## config.mk

```make
export PLATFORM = sky130hd
export DESIGN_NAME = zbus_master_flat
export DESIGN_NICKNAME = d
export VERILOG_FILES = /design/src/rtl/zbus_if.sv /design/src/rtl/zbus_master.sv /design/src/flat_wrapper.sv
export SDC_FILE = /design/constraint.sdc
export NUM_CORES = 1
export LEC_CHECK = 0
export CORE_AREA = 3 3 81 83
export CTS_CLUSTER_SIZE = 12
export DETAILED_ROUTE_END_ITERATION = 8
export DIE_AREA = 0 0 84 86
export GPL_ROUTABILITY_DRIVEN = 0
export PLACE_DENSITY = 0.79
export SYNTH_ARGS = -nofsm -noshare
export SYNTH_HDL_FRONTEND = slang
export SYNTH_SLANG_ARGS = --single-unit
```

## constraint.sdc

```tcl
create_clock -name clk -period 1.9 [get_ports clk]
set_clock_uncertainty 0.05 [all_clocks]
set_input_delay 0.19 -clock clk [delete_from_list [all_inputs] [get_ports clk]]
set_output_delay 0.19 -clock clk [all_outputs]
set_load 0.01 [all_outputs]
```

## src/rtl/zbus_if.sv

```systemverilog
// Z80-bus initiator signal bundle: command side (req/ack) plus the Z80 bus pins.
// The master modport is the initiator's view; the slave modport is the sequencer/bus-model view.
interface zbus_if;
    logic        req;
    logic        rnw;
    logic        mem;
    logic [15:0] addr;
    logic [7:0]  wdata;
    logic        busy;
    logic        ack;
    logic        err;
    logic [7:0]  rdata;
    logic [15:0] za;
    logic [7:0]  zd_out;
    logic        zd_oe;
    logic [7:0]  zd_in;
    logic        zmreq_n;
    logic        ziorq_n;
    logic        zrd_n;
    logic        zwr_n;
    logic        zwait_n;

    modport master (
        input  req, rnw, mem, addr, wdata, zd_in, zwait_n,
        output busy, ack, err, rdata, za, zd_out, zd_oe,
        output zmreq_n, ziorq_n, zrd_n, zwr_n
    );

    modport slave (
        output req, rnw, mem, addr, wdata, zd_in, zwait_n,
        input  busy, ack, err, rdata, za, zd_out, zd_oe,
        input  zmreq_n, ziorq_n, zrd_n, zwr_n
    );
endinterface

```

## src/rtl/zbus_master.sv

```systemverilog
// Z80-bus initiator: runs one T1/T2/TW/T3 memory or I/O cycle per accepted command.
// Every bus output comes straight from a flop, so strobes cannot glitch.
module zbus_master #(
    parameter int unsigned IO_WAIT  = 1,
    parameter int unsigned WAIT_MAX = 255
) (
    input  logic   clk,
    input  logic   rst_n,
    zbus_if.master bus
);

    typedef enum logic [2:0] {
        S_IDLE,
        S_T1,
        S_T2,
        S_TW,
        S_T3
    } state_t;

    localparam logic [1:0] AUTO_IO  = 2'(IO_WAIT);
    localparam logic [7:0] TMO_LAST = 8'(WAIT_MAX - 1);

    state_t      r_state;
    logic        r_rnw;
    logic        r_mem;
    logic [1:0]  r_auto;
    logic [7:0]  r_tmo;
    logic        r_busy;
    logic        r_ack;
    logic        r_err;
    logic [7:0]  r_rdata;
    logic [15:0] r_za;
    logic [7:0]  r_zd_out;
    logic        r_zd_oe;
    logic        r_zmreq_n;
    logic        r_ziorq_n;
    logic        r_zrd_n;
    logic        r_zwr_n;

    always_ff @(posedge clk or negedge rst_n) begin
        if (!rst_n) begin
            r_state   <= S_IDLE;
            r_rnw     <= 1'b1;
            r_mem     <= 1'b1;
            r_auto    <= 2'd0;
            r_tmo     <= 8'd0;
            r_busy    <= 1'b0;
            r_ack     <= 1'b0;
            r_err     <= 1'b0;
            r_rdata   <= 8'd0;
            r_za      <= 16'd0;
            r_zd_out  <= 8'd0;
            r_zd_oe   <= 1'b0;
            r_zmreq_n <= 1'b1;
            r_ziorq_n <= 1'b1;
            r_zrd_n   <= 1'b1;
            r_zwr_n   <= 1'b1;
        end else begin
            r_ack <= 1'b0;
            r_err <= 1'b0;
            case (r_state)
                S_IDLE: begin
                    if (bus.req) begin
                        r_rnw   <= bus.rnw;
                        r_mem   <= bus.mem;
                        r_za    <= bus.addr;
                        r_zd_oe <= ~bus.rnw;
                        if (!bus.rnw) r_zd_out <= bus.wdata;
                        r_auto  <= bus.mem ? 2'd0 : AUTO_IO;
                        r_tmo   <= 8'd0;
                        r_busy  <= 1'b1;
                        r_state <= S_T1;
                    end
                end
                S_T1: begin
                    r_zmreq_n <= ~r_mem;
                    r_ziorq_n <= r_mem;
                    r_zrd_n   <= ~r_rnw;
                    r_zwr_n   <= r_rnw;
                    r_state   <= S_T2;
                end
                S_T2: begin
                    // r_auto is only ever non-zero for I/O cycles
                    if (r_auto != 2'd0 || !bus.zwait_n) r_state <= S_TW;
                    else                                r_state <= S_T3;
                end
                S_TW: begin
                    if (r_auto != 2'd0) begin
                        r_auto <= r_auto - 2'd1;
                        if (r_auto == 2'd1 && bus.zwait_n) r_state <= S_T3;
                    end else if (bus.zwait_n) begin
                        r_state <= S_T3;
                    end else if (r_tmo == TMO_LAST) begin
                        // wait timeout: release the bus, report err, leave rdata alone
                        r_zmreq_n <= 1'b1;
                        r_ziorq_n <= 1'b1;
                        r_zrd_n   <= 1'b1;
                        r_zwr_n   <= 1'b1;
                        r_zd_oe   <= 1'b0;
                        r_busy    <= 1'b0;
                        r_ack     <= 1'b1;
                        r_err     <= 1'b1;
                        r_state   <= S_IDLE;
                    end else begin
                        r_tmo <= r_tmo + 8'd1;
                    end
                end
                S_T3: begin
                    if (r_rnw) r_rdata <= bus.zd_in;
                    r_zmreq_n <= 1'b1;
                    r_ziorq_n <= 1'b1;
                    r_zrd_n   <= 1'b1;
                    r_zwr_n   <= 1'b1;
                    r_zd_oe   <= 1'b0;
                    r_busy    <= 1'b0;
                    r_ack     <= 1'b1;
                    r_state   <= S_IDLE;
                end
                default: r_state <= S_IDLE;
            endcase
        end
    end

    assign bus.busy    = r_busy;
    assign bus.ack     = r_ack;
    assign bus.err     = r_err;
    assign bus.rdata   = r_rdata;
    assign bus.za      = r_za;
    assign bus.zd_out  = r_zd_out;
    assign bus.zd_oe   = r_zd_oe;
    assign bus.zmreq_n = r_zmreq_n;
    assign bus.ziorq_n = r_ziorq_n;
    assign bus.zrd_n   = r_zrd_n;
    assign bus.zwr_n   = r_zwr_n;

endmodule
```

## src/flat_wrapper.sv

```systemverilog
// flat-port wrapper written by rule: the top's interface ports become plain ports
module zbus_master_flat 
#(
    parameter int unsigned IO_WAIT  = 1,
    parameter int unsigned WAIT_MAX = 255
)
  (clk, rst_n, bus_req, bus_rnw, bus_mem, bus_addr, bus_wdata, bus_zd_in, bus_zwait_n, bus_busy, bus_ack, bus_err, bus_rdata, bus_za, bus_zd_out, bus_zd_oe, bus_zmreq_n, bus_ziorq_n, bus_zrd_n, bus_zwr_n);
  zbus_if bus_i ();
  input  logic clk;
  input  logic rst_n;
  input wire logic [$bits(bus_i.req)-1:0] bus_req;
  input wire logic [$bits(bus_i.rnw)-1:0] bus_rnw;
  input wire logic [$bits(bus_i.mem)-1:0] bus_mem;
  input wire logic [$bits(bus_i.addr)-1:0] bus_addr;
  input wire logic [$bits(bus_i.wdata)-1:0] bus_wdata;
  input wire logic [$bits(bus_i.zd_in)-1:0] bus_zd_in;
  input wire logic [$bits(bus_i.zwait_n)-1:0] bus_zwait_n;
  output wire logic [$bits(bus_i.busy)-1:0] bus_busy;
  output wire logic [$bits(bus_i.ack)-1:0] bus_ack;
  output wire logic [$bits(bus_i.err)-1:0] bus_err;
  output wire logic [$bits(bus_i.rdata)-1:0] bus_rdata;
  output wire logic [$bits(bus_i.za)-1:0] bus_za;
  output wire logic [$bits(bus_i.zd_out)-1:0] bus_zd_out;
  output wire logic [$bits(bus_i.zd_oe)-1:0] bus_zd_oe;
  output wire logic [$bits(bus_i.zmreq_n)-1:0] bus_zmreq_n;
  output wire logic [$bits(bus_i.ziorq_n)-1:0] bus_ziorq_n;
  output wire logic [$bits(bus_i.zrd_n)-1:0] bus_zrd_n;
  output wire logic [$bits(bus_i.zwr_n)-1:0] bus_zwr_n;
  assign bus_i.req = bus_req;
  assign bus_i.rnw = bus_rnw;
  assign bus_i.mem = bus_mem;
  assign bus_i.addr = bus_addr;
  assign bus_i.wdata = bus_wdata;
  assign bus_i.zd_in = bus_zd_in;
  assign bus_i.zwait_n = bus_zwait_n;
  assign bus_busy = bus_i.busy;
  assign bus_ack = bus_i.ack;
  assign bus_err = bus_i.err;
  assign bus_rdata = bus_i.rdata;
  assign bus_za = bus_i.za;
  assign bus_zd_out = bus_i.zd_out;
  assign bus_zd_oe = bus_i.zd_oe;
  assign bus_zmreq_n = bus_i.zmreq_n;
  assign bus_ziorq_n = bus_i.ziorq_n;
  assign bus_zrd_n = bus_i.zrd_n;
  assign bus_zwr_n = bus_i.zwr_n;
  zbus_master #(.IO_WAIT(IO_WAIT), .WAIT_MAX(WAIT_MAX)) u_core (.clk(clk), .rst_n(rst_n), .bus(bus_i));
endmodule
```

# Word level (Yosys, flattened, before mapping)
# Cells that the tools add are included.
[totals]
mem_bits_rw = 0
in_bits = 38
romBits = 0
reg_bits = 55
latch_bits = 0
output_inout_bits = 40
n_memories = 0
elab_cells = 86
[op_classes]
add_sub_neg = 2
n_bitwise = 3
n_shift = 0
n_mul = 0
reduce_logical = 16
muxes = 35
div = 0
order_cmp = 0
n_eq_ne = 14
[ops]
columns = ["op", "n"]
rows = [
  ["two-way mux 8 bit", 4],
  ["two-way mux 3 bit", 6],
  ["one-hot mux 1 bit (3 select lines)", 6],
  ["one-hot mux 8 bit (2 select lines)", 1],
  ["two-way mux 1 bit", 13],
  ["one-hot mux 3 bit (4 select lines)", 1],
  ["AND reduction 5 bit", 2],
  ["AND reduction 3 bit", 3],
  ["adder 8 x 1 -> 8 bit, second input constant", 1],
  ["equality test 8 bit, second input constant", 1],
  ["!= test 2 bit, second input constant", 4],
  ["equality test 3 x 2 -> 1 bit, second input constant", 2],
  ["nonzero test 3 bit", 2],
  ["two-way mux 2 bit", 2],
  ["!= test 2 x 1 -> 1 bit, second input constant", 2],
  ["!= test 4 x 2 -> 1 bit, second input constant", 1],
  ["one-hot mux 2 bit (2 select lines)", 1],
  ["AND reduction 2 bit", 2],
  ["AND reduction 4 bit", 1],
  ["nonzero test 2 bit", 2],
  ["equality test 3 x 1 -> 1 bit, second input constant", 1],
  ["equality test 3 bit, second input constant", 1],
  ["logical NOT 3 bit", 1],
  ["!= test 3 bit, second input constant", 1],
  ["other kinds (7)", 9],
]

# Depth between registers and ports, before layout
[depth]
ltp_word = 5
depth_mapped = 7
mapped_depth_nobuf = 6

# Least setup slack after synthesis
# No wires, ideal clock.
[synth_timing]
kind = "reg2reg"
from = "register u_core.r_tmo[0]"
to = "register u_core.r_tmo[7]"
setup_ps = 126
path_stages_with_launch = 8
required_time_ps = 1724
arrival_time_ps = 1682
slack_ps = 42
path_cell_list = "dfrtp_1 inv_1 ha_1 and3_2 a2111oi_4 buf_6 nor2_2 a221o_1"
[synth_via]
elab_chain_len = 5
[synth_lines]
columns = ["item", "line", "text"]
rows = [
  ["start: declaration", "zbus_master.sv:27", "logic [7:0] r_tmo;"],
  ["start signal: assignment", "zbus_master.sv:105", "r_tmo <= r_tmo + 8'd1;"],
  ["adder 8 x 1 -> 8 bit", "zbus_master.sv:105", ""],
  ["two-way mux 8 bit", "zbus_master.sv:93", "end else if (r_tmo == TMO_LAST) begin"],
  ["two-way mux 8 bit", "zbus_master.sv:91", "end else if (bus.zwait_n) begin"],
  ["two-way mux 8 bit", "zbus_master.sv:88", "if (r_auto != 2'd0) begin"],
  ["one-hot mux 8 bit (2 select lines)", "zbus_master.sv:61", "case (r_state)"],
]
# Several ways; a longest one is shown, not always the timed one. The select of a mux whose other input is x is not followed.
# A chain may end at the register's enable or synchronous reset.

# Worst setup path in the final report
# Ends and elaborated chain as after synthesis.

==> results.md <==
Power and ir drop:
- The internal power of the cells totals 3462 uW.
- Combinational logic is responsible for 48.3% of the overall power.
- The sequential group share of total power is 38.4%.
- Summed over all nets, the switching power comes to 1659 uW.
- The total power divided by cell area is 1466 mW/mm2.
- The maximum resistive drop on vdd is 0.8583 mV.
- In this run the static leakage power is 0.001508 uW.
- In this run, the clock network consumes 13.3% of the power.
- Net switching is 32.40% of the power.

Global route:
- The first global-routing pass estimated 8.694 mm of wire.
- The leftover overflow at the end of global routing is 0.
- The number of antenna violations at the first check in global routing is 0.
- The pin count of the biggest net entering global routing is 56.
- Across every metal layer, demand over resource in global routing totals 14.79%.
- The via count of the first global-routing pass is 1847.

Clock tree:
- Clock-pin slew was measured on the worst setup and hold paths at 0.11 ns.
- The maximum level of the CTS H-tree is 2.
- The library cell used as clock root buffer is clkbuf_8.
- In this run, CTS created clock tree buffers numbering 5.
- The clock reaches the later pin of the worst-skew pair after 0.31 ns.
- The number of sinks on the clock net is 55.
- The maximum number of buffers from clock root to sink is 2.
- TritonCTS built the clock tree.

Floorplanning:
- The floorplan has 28 rows.
- The placeable core area is 0.005921 mm2.
- The I/O pin total is 78.
- The overall die area is 0.007224 mm2.
- The horizontal die dimension is 84 um.
- The chip height is 86 um.
- Once the floorplan was initialized, standard cells occupied 40.57% of the core.

Route:
- For this run, design rule violations remaining after detail routing come to 0.
- The overall via count from detail_route is 1773.
- The number of DRC markers in iteration 0 is 79.
- The count of nets left with antenna violations after detail routing is 0.
- Dividing the detail-routed wire length by the instance count gives 14.62 um.
- The sum of routed wire length over all layers is 5.160 mm.
- The first detailed-routing pass took 4 iterations.
- In the routed layout, each cell is associated on average with a via count of 5.023.

Setup path:
- The start of the worst register-to-register path is u_core.r_tmo[0]$_DFFE_PN0P_.
- STA classifies the critical path endpoint as a flop.
- The most critical setup path has its startpoint at u_core.r_tmo[0]$_DFFE_PN0P_.
- Across all register-to-register paths, the minimum setup slack is 0.10 ns.
- In this run the critical register-to-register path is captured at u_core.r_tmo[7]$_DFFE_PN0P_.
- Counting cells, the worst reg-to-reg path comes to 7.
- STA classifies the critical path startpoint as a flop.
- In this run the worst path has a maximum fanout of 3.
- For the worst setup path, the data arrival time is 1.95 ns.
- The required time of the worst setup path is 2.05 ns.
- In this run the worst setup path terminates at u_core.r_tmo[7]$_DFFE_PN0P_.
- The critical path is of the flop to flop type.

Synth:
- The dominant synthesized flop cell is dfrtp_1.
- In the synthesized netlist the async set-or-reset flop fraction comes to 100.0%.
- Counting flops with a built-in enable in the synthesized netlist gives 0.
- Sequential elements use 57.60% of the synthesized area.
- dfrtp_1 takes more of the synthesized area than any other cell.
- Yosys printed 0 warnings.
- In this run the cell area of the synthesized design comes to 0.002402 mm2.
- The instance count of the mapped netlist is 181.
- The top cell type by area accounts for 51.04% of the synthesized area.
- Counting instances in the post-synthesis netlist gives the leading cell types as dfrtp_1, mux2_2, a21oi_1.
- After synthesis, the mean cell area works out to 13.27 um2.
- The synthesized netlist net count is 223.
- The most frequently used cell type in the post-synthesis netlist is dfrtp_1.
- Sorting the synthesized cells by area gives the leading types as dfrtp_1, mux2_2, dfstp_2, a21oi_1, ha_1.
- The number of different library cells in the post-synthesis netlist is 42.
- The number of storage elements in the synthesis netlist is 55.

STA:
- For the final routed database, the setup TNS stands at 0 ns.
- The measured slew at the worst slew-check pin is 0.3984 ns.
- Setup violations remaining at the end of the flow were counted as 0.
- Static timing analysis puts the maximum clock frequency at 556.0 MHz.
- The routed design could run at a clock period as short as 1.799 ns.
- After layout, the worst setup slack is 0.1014 ns.
- The relative max-transition margin is 73.44%.
- The count of pins over their slew limit is 0.
- The final hold violation count was 0.
- The ratio of final minimum period to clock period is 94.66%.

Final layout:
- The number of filler cells placed in the layout is 491.
- The repair_antennas step left the layout with diodes totalling 0.
- The post-route netlist has 27.70% of its cells at a drive strength greater than 1.
- The area occupied by registers is 0.001384 mm2.
- The area added between synthesis and finish is 45.42%.
- The area of combinational cells with multiple inputs is 935.9 um2.
- The net count reported at finish is 319.

Placed design:
- The total of buffers placed on input and output ports is 77.
- Detailed placement ended at an HPWL of 3.790 mm.
- Prior to clock tree synthesis, the placed netlist has a worst setup slack of -0.09397 ns.

Flow run:
- The tool flagged a number of max-cap violations equal to 0.

Worst hold path:
- The worst hold path belongs to the class input pin to async pin.

Outcome:
- The flow ran to the end, and the final reports show no timing, DRC or antenna violations.
[flip-flops by register name (all words and copies together) (netlist names)]
signal / count
u_core.bus.ack: 1
u_core.bus.zrd_n: 1
u_core.bus.rdata: 8
u_core.r_mem: 1
u_core.r_auto: 2
u_core.bus.zd_out: 8
u_core.bus.zmreq_n: 1
u_core.bus.err: 1
u_core.bus.ziorq_n: 1
u_core.bus.busy: 1
u_core.r_rnw: 1
u_core.bus.zwr_n: 1
u_core.bus.za: 16
u_core.r_tmo: 8
u_core.bus.zd_oe: 1
u_core.r_state: 3
[power by group through the flow]
| stage | Clock (uW) | Sequential [uW] | Combinational, uW |
|---|---|---|---|
| floorplan | 0 | 2140 | 1060 |
| global placement | 0 | 1970 | 2420 |
| detailed placement | 0 | 1990 | 2470 |
| CTS | 705 | 1980 | 2500 |
| global route | 754 | 2040 | 2670 |
| finish | 681 | 1970 | 2470 |
[logic make-up (layout without fill, tap and decap cells)]
family	count (synthesis)	count (layout)	share of synthesized area (%)
buf+inv	13	110	3.594
fa+ha+maj	4	4	2.083
simple gates	40	40	9.949
mux	36	36	16.82
flops	55	55	57.60
compound gates	33	33	9.949
[stage by stage]
stage / hold slack, ns / instances / total power, uW / area [um2] / util [%]
detailed placement: 0.1617 / 342 / 4462 / 3368 / 56.89
CTS: 0.3546 / 352 / 5180 / 3482 / 58.81
floorplan: -0.1556 / 181 / 3201 / 2402 / -
global placement: 0.1600 / 342 / 4390 / 3368 / 56.89
global route: 0.3681 / 353 / 5461 / 3493 / 59.00
finish: 0.3570 / 353 / 5121 / 3493 / 59.00
[layer usage]
metal  part of all wire (%)  GRT usage, %
met1                     44         19.31
met2                     49         24.66
met3                    6.1         4.419
met4                   0.74         3.070
met5                      0             0
[final cells by class]
type	count	area share, %
clock buffers	5	1.970
clock inverters	3	0.7880
inverters	6	0.6447
multi-input cells	113	26.79
flip-flops and latches	55	39.61
well taps	75	2.686
repair buffers	96	27.51
[worst max-delay path, stage by stage, from the launching register on]
cell,delay [ns]
dfrtp_1,0.36
inv_1,0.04
ha_1,0.18
and3_4,0.17
a2111oi_4,0.36
buf_4,0.18
nor2_2,0.04
a221o_1,0.31
[placed cells by master, fill, tap and decap left out, types with 2 or more instances in the layout]
cell | synthesis | routed
mux2_2 | 35 | 35
buf_12 | 1 | 4
a41oi_1 | 2 | 2
clkbuf_8 | 0 | 5
nor2_1 | 8 | 8
and3_1 | 3 | 3
nand2_1 | 9 | 9
a21oi_1 | 11 | 11
nand3b_1 | 2 | 2
o21ai_0 | 4 | 4
ha_1 | 4 | 4
clkdlybuf4s50_1 | 0 | 76
inv_1 | 6 | 6
a2bb2oi_1 | 2 | 2
dfrtp_1 | 49 | 49
nand2b_1 | 3 | 3
nand3_1 | 2 | 2
o22a_1 | 2 | 2
buf_4 | 1 | 14
dfstp_2 | 6 | 6
o21a_1 | 3 | 3
a31oi_1 | 3 | 3
[worst min path at each step]
stage / from / to / cells after the start
2_1_floorplan: rst_n / u_core.bus.ack$_DFF_PN0_ / 0
3_3_place_gp: rst_n / u_core.r_tmo[6]$_DFFE_PN0P_ / 2
3_5_place_dp: rst_n / u_core.r_auto[1]$_DFFE_PN0P_ / 2
4_1_cts: rst_n / u_core.bus.ack$_DFF_PN0_ / 3
5_1_grt: rst_n / u_core.bus.ack$_DFF_PN0_ / 3
6_report: rst_n / u_core.bus.ack$_DFF_PN0_ / 3
[what timing repair did]
item,4_1_cts,5_1_grt
setup buffers,1,1
endpoints found under the setup margin,3,1
hold endpoints to repair,49,0
pin swaps,1,2
resized for setup,0,1
hold buffers,1,0
No activity file was read; power rests on OpenSTA's default activity.
